## config.mk

```make
export PLATFORM = sky130hd
export DESIGN_NAME = down_counter_parallel_load_borrow_flat
export DESIGN_NICKNAME = d
export VERILOG_FILES = /design/src/rtl/down_counter_parallel_load_borrow_pkg.sv /design/src/rtl/down_counter_parallel_load_borrow_if.sv /design/src/rtl/down_counter_jkff.sv /design/src/rtl/down_counter_parallel_load_borrow.sv /design/src/flat_wrapper.sv
export SDC_FILE = /design/constraint.sdc
export NUM_CORES = 1
export LEC_CHECK = 0
export ABC_CLOCK_PERIOD_IN_PS = 1100
export CORE_AREA = 2 2 39 41
export DETAILED_ROUTE_END_ITERATION = 10
export DIE_AREA = 0 0 41 43
export SLEW_MARGIN = 25
export SYNTH_ARGS = -nofsm -noshare
export SYNTH_HDL_FRONTEND = slang
export SYNTH_SLANG_ARGS = --single-unit
```

## constraint.sdc

```tcl
create_clock -name clk -period 1.1 [get_ports clk]
set_input_delay 0.11 -clock clk [delete_from_list [all_inputs] [get_ports clk]]
set_output_delay 0.11 -clock clk [all_outputs]
set_load 0.01 [all_outputs]
```

## src/rtl/down_counter_parallel_load_borrow_pkg.sv

```systemverilog
// Shared definitions for the down counter family: default width, the
// {Load,Count} control encoding and the J/K flip-flop operation codes.
package down_counter_parallel_load_borrow_pkg;

    localparam int WIDTH_DEF = 4;

    // {Load,Count}: Load dominates, so its Count bit is a don't-care.
    localparam logic [1:0] CTL_LD   = 2'b1x;
    localparam logic [1:0] CTL_DEC  = 2'b01;
    localparam logic [1:0] CTL_HOLD = 2'b00;

    typedef enum logic [1:0] {
        JK_HOLD   = 2'b00,
        JK_RESET  = 2'b01,
        JK_SET    = 2'b10,
        JK_TOGGLE = 2'b11
    } jk_op_e;

endpackage

```

## src/rtl/down_counter_parallel_load_borrow_if.sv

```systemverilog
// Data/control bundle of the down counter; the counter is the slave,
// the surrounding logic (or a bench) is the master.
interface down_counter_parallel_load_borrow_if
#(parameter int WIDTH = down_counter_parallel_load_borrow_pkg::WIDTH_DEF);

    logic [WIDTH-1:0] I;
    logic             Load;
    logic             Count;
    logic             Reload;
    logic [WIDTH-1:0] A;
    logic             B_out;
    logic             Zero;

    modport master (output I, Load, Count, Reload, input A, B_out, Zero);
    modport slave  (input I, Load, Count, Reload, output A, B_out, Zero);

endinterface

```

## src/rtl/down_counter_jkff.sv

```systemverilog
// J/K flip-flop with asynchronous active-low clear; one per counter bit.
module down_counter_jkff
    import down_counter_parallel_load_borrow_pkg::*;
(
    input  logic clk,
    input  logic rstn,
    input  logic J,
    input  logic K,
    output logic Q
);

    logic q_q;

    // NOTE: clocked state uses non-blocking assignments so every flop samples pre-edge values.
    always_ff @(posedge clk or negedge rstn) begin
        if (!rstn) begin
            q_q <= 1'b0;
        end else begin
            case (jk_op_e'({J, K}))
                JK_HOLD:   q_q <= q_q;
                JK_RESET:  q_q <= 1'b0;
                JK_SET:    q_q <= 1'b1;
                JK_TOGGLE: q_q <= ~q_q;
                default:   q_q <= q_q;
            endcase
        end
    end

    assign Q = q_q;

endmodule

```

## src/rtl/down_counter_parallel_load_borrow.sv

```systemverilog
// Gate-level down counter: per-bit J/K steering from and/or/not primitives,
// with parallel load, auto-reload at zero and a combinational borrow out.
module down_counter_parallel_load_borrow
    import down_counter_parallel_load_borrow_pkg::*;
#(parameter int WIDTH = WIDTH_DEF)
(
    input logic clk,
    input logic rstn,
    down_counter_parallel_load_borrow_if.slave bus
);

    logic             load;
    logic             count;
    logic             reload;
    logic [WIDTH-1:0] i_val;

    assign load   = bus.Load;
    assign count  = bus.Count;
    assign reload = bus.Reload;
    assign i_val  = bus.I;

    wire [WIDTH-1:0] a_q;
    // low_zero[b] = all bits below b are zero; low_zero[WIDTH] is the Zero flag.
    wire [WIDTH:0]   low_zero;
    wire             n_load;
    wire             cnt_en;
    wire             rld_zero;
    wire             n_rld_zero;
    wire             rel;
    wire             b_out;

    assign low_zero[0] = 1'b1;

    not u_n_load   (n_load, load);
    and u_cnt_en   (cnt_en, count, n_load);
    and u_rld_zero (rld_zero, reload, low_zero[WIDTH]);
    not u_n_rld    (n_rld_zero, rld_zero);
    and u_rel      (rel, cnt_en, rld_zero);
    and u_b_out    (b_out, count, low_zero[WIDTH]);

    for (genvar b = 0; b < WIDTH; b++) begin : g_bit
        wire n_i;
        wire tgl;
        wire j_ld;
        wire k_ld;
        wire j_rl;
        wire k_rl;
        wire j_d;
        wire k_d;

        assign low_zero[b+1] = ~|a_q[b:0];

        not u_n_i  (n_i, i_val[b]);
        and u_tgl  (tgl, cnt_en, low_zero[b], n_rld_zero);
        and u_j_ld (j_ld, i_val[b], load);
        and u_k_ld (k_ld, n_i, load);
        and u_j_rl (j_rl, i_val[b], rel);
        and u_k_rl (k_rl, n_i, rel);
        or  u_j    (j_d, j_ld, j_rl, tgl);
        or  u_k    (k_d, k_ld, k_rl, tgl);

        down_counter_jkff u_ff (
            .clk  (clk),
            .rstn (rstn),
            .J    (j_d),
            .K    (k_d),
            .Q    (a_q[b])
        );
    end

    assign bus.A     = a_q;
    assign bus.Zero  = low_zero[WIDTH];
    assign bus.B_out = b_out;

endmodule

```

## src/flat_wrapper.sv

```systemverilog
// flat-port wrapper written by rule: the top's interface ports become plain ports
module down_counter_parallel_load_borrow_flat import down_counter_parallel_load_borrow_pkg::*;
#(parameter int WIDTH = WIDTH_DEF)
  (clk, rstn, bus_I, bus_Load, bus_Count, bus_Reload, bus_A, bus_B_out, bus_Zero);
  down_counter_parallel_load_borrow_if #(.WIDTH(WIDTH)) bus_i ();
  input logic clk;
  input logic rstn;
  input wire logic [$bits(bus_i.I)-1:0] bus_I;
  input wire logic [$bits(bus_i.Load)-1:0] bus_Load;
  input wire logic [$bits(bus_i.Count)-1:0] bus_Count;
  input wire logic [$bits(bus_i.Reload)-1:0] bus_Reload;
  output wire logic [$bits(bus_i.A)-1:0] bus_A;
  output wire logic [$bits(bus_i.B_out)-1:0] bus_B_out;
  output wire logic [$bits(bus_i.Zero)-1:0] bus_Zero;
  assign bus_i.I = bus_I;
  assign bus_i.Load = bus_Load;
  assign bus_i.Count = bus_Count;
  assign bus_i.Reload = bus_Reload;
  assign bus_A = bus_i.A;
  assign bus_B_out = bus_i.B_out;
  assign bus_Zero = bus_i.Zero;
  down_counter_parallel_load_borrow #(.WIDTH(WIDTH)) u_core (.clk(clk), .rstn(rstn), .bus(bus_i));
endmodule
```

==> metrics.cfg <==
[status]
status=finished, violations left
violations=negative setup slack

[sta]
finalSetupViolations=9
fmax_ghz=0.743
worst_slack_ps=-246
layout_min_cycle_time_ps=1350
tightest_slew_ps=222
fin_crit_sh=1.22
fin_worst_skew_ps=2.53
maxSlewHeadroom=0.851
rsz0062_at_grt=true
setup_tns_ps=-1120
slew_violations=0
hold_viol_final=0
hold_ws_ps=79.4

[pwr]
totalPowerFinal_mw=0.708
vdd_drop_max_mv=0.579
powerDensity_mw_per_mm2=1120
leakagePower_nw=0.285

[critical_path]
required_ps=990
slowest_delay_ps=420
crit_slowest_cell=dfrtp_2
cp-start-kind=flop
worstPathCellList=nor4b_4, and2_4, buf_6
crit_path_end_kind=output port
critPathMaxFanout=3
crit_arrival_ps=1240
path_class=reg -> out
rr_worst_depth=4

[drt]
antenna_left=0
drt_iter0_markers=3
via_per_inst=4.31
first_pass_iters=2
wire_per_inst_um=10.7
vias=336
drc=0
wirelength_um=838

[synthesis]
yosysTopAreaCell=dfrtp_1
synth_nets=42
yosysTopAreaCellShare=0.354
yosys-top-cells-area=dfrtp_1 (35%), buf_4 (11%), o32a_1 (7.1%)
synth_ff_type=dfrtp_1
avgSynthCellArea_sq_um=8.57
synthCells=33
async_flop_share=1.00
synth_seq_cells=4
syn-cell-area_sq_um=283
seq_area_frac_synth=0.354
yosys-top-cells-count=buf_4 (4), dfrtp_1 (4), a21oi_1 (3), inv_1 (3), nor2_1 (3)
synth_cell_types=18
yosysWarnings=0
synth_edf_count=0

[die]
core_area_sq_mm=0.00138
ios=15
die_w_um=41
die_h_um=43
start_util=0.204
row_count=14
dieArea_sq_mm=0.00176

[flow_run]
maxCapViolCount=0

[placement]
dp_cells=69
place.gp.congestion=0.760
place_hpwl_um=597
post-place-ws_ps=-565
numPortBuffers=14

[global_route]
grt_max_degree=6
grt_usage=0.117
grt_pass1_wl_mm=1.39
grt_pass1_vias=330
gr-total-overflow=0
antenna_found_initial=0

[clock_tree]
cts_made_buffers=3
clock_latency_ps=230
cts_tree=done
cts_root_buffer=clkbuf_4
cts_sinks=4
clk_pin_slew_ps=40
htreeDepth=1
cts.path.max_buffers=2

[finish]
drive_gt1_frac=0.581
largest_reg_flops=4
instances_no_fill=78
syn2layout_area_growth_pct=123
fillers=149
diodes=0
nNetsFinal=73

[worst_hold_path]
hold_path.class=in -> async

worst max-delay path, delay by kind of cell (launching register included):
kind	cells	cell delay, ps
simple gates	2	490
flops	1	420
buf+inv	1	90
per-layer routing:
layer	GRT usage	vias to the layer above	wire, um
met5	0	-	0
met4	0.0800	0	18
met3	0.0209	2	56
met2	0.178	12	406
met1	0.139	147	356
li1	-	175	-
report_power, final:
part           internal, mW  switching (mW)  total (mW)
sequential            0.171          0.0242       0.195
clock                 0.122          0.0538       0.175
combinational         0.214           0.124       0.337
total                 0.506           0.202       0.708
per-stage QoR:
stage	area, sq um	utilization
floorplan	308	-
global route	632	0.457
global placement	517	0.373
detailed placement	517	0.373
CTS	598	0.432
finish	632	0.457
layout by cell type (no fill, tap or decap), types with 2 or more instances in the layout:
cell	Yosys	routed
a21oi_1	3	3
buf_4	4	10
buf_6	0	11
clkbuf_4	0	3
clkdlybuf4s50_1	0	8
dfrtp_1	4	2
dfrtp_2	0	2
inv_1	3	3
nor2_2	0	2
o21a_1	2	2
o32a_1	2	2
layout make-up:
type	instances	area (sq um)	share of cell area
Multi-Input combinational cell	21	186	0.295
Tap cell	16	20.0	0.0317
Sequential cell	4	103	0.162
Inverter	3	11.3	0.0178
Clock buffer	3	22.5	0.0356
Timing Repair Buffer	31	289	0.457
what timing repair did:
action	CTS	global route
endpoints found under the hold margin	0	0
gates resized for setup	28	12
pin swaps	6	6
hold buffers	0	0
setup endpoints to repair	10	10
setup buffers	6	1
kinds of logic after synthesis:
| family | after synthesis | share of synthesized area |
|---|---|---|
| simple gates | 12 | 0.248 |
| buf+inv | 8 | 0.159 |
| xor+xnor | 1 | 0.0310 |
| compound gates | 8 | 0.208 |
| flops | 4 | 0.354 |
path summary, 6_finish.rpt:
check                                       startpoint                endpoint  slack [ps]
max in group asynchronous                         rstn  u_core.g_bit[0].u_ff.Q         840
worst min register to register  u_core.g_bit[1].u_ff.Q  u_core.g_bit[2].u_ff.Q         790
worst min-delay path                              rstn  u_core.g_bit[2].u_ff.Q          80
worst max register to register  u_core.g_bit[0].u_ff.Q  u_core.g_bit[3].u_ff.Q        -210
min in group clk                              bus_I[3]  u_core.g_bit[3].u_ff.Q         470
worst max-delay path            u_core.g_bit[0].u_ff.Q               bus_B_out        -250
Note: power is estimated with default switching activity, not from simulation.
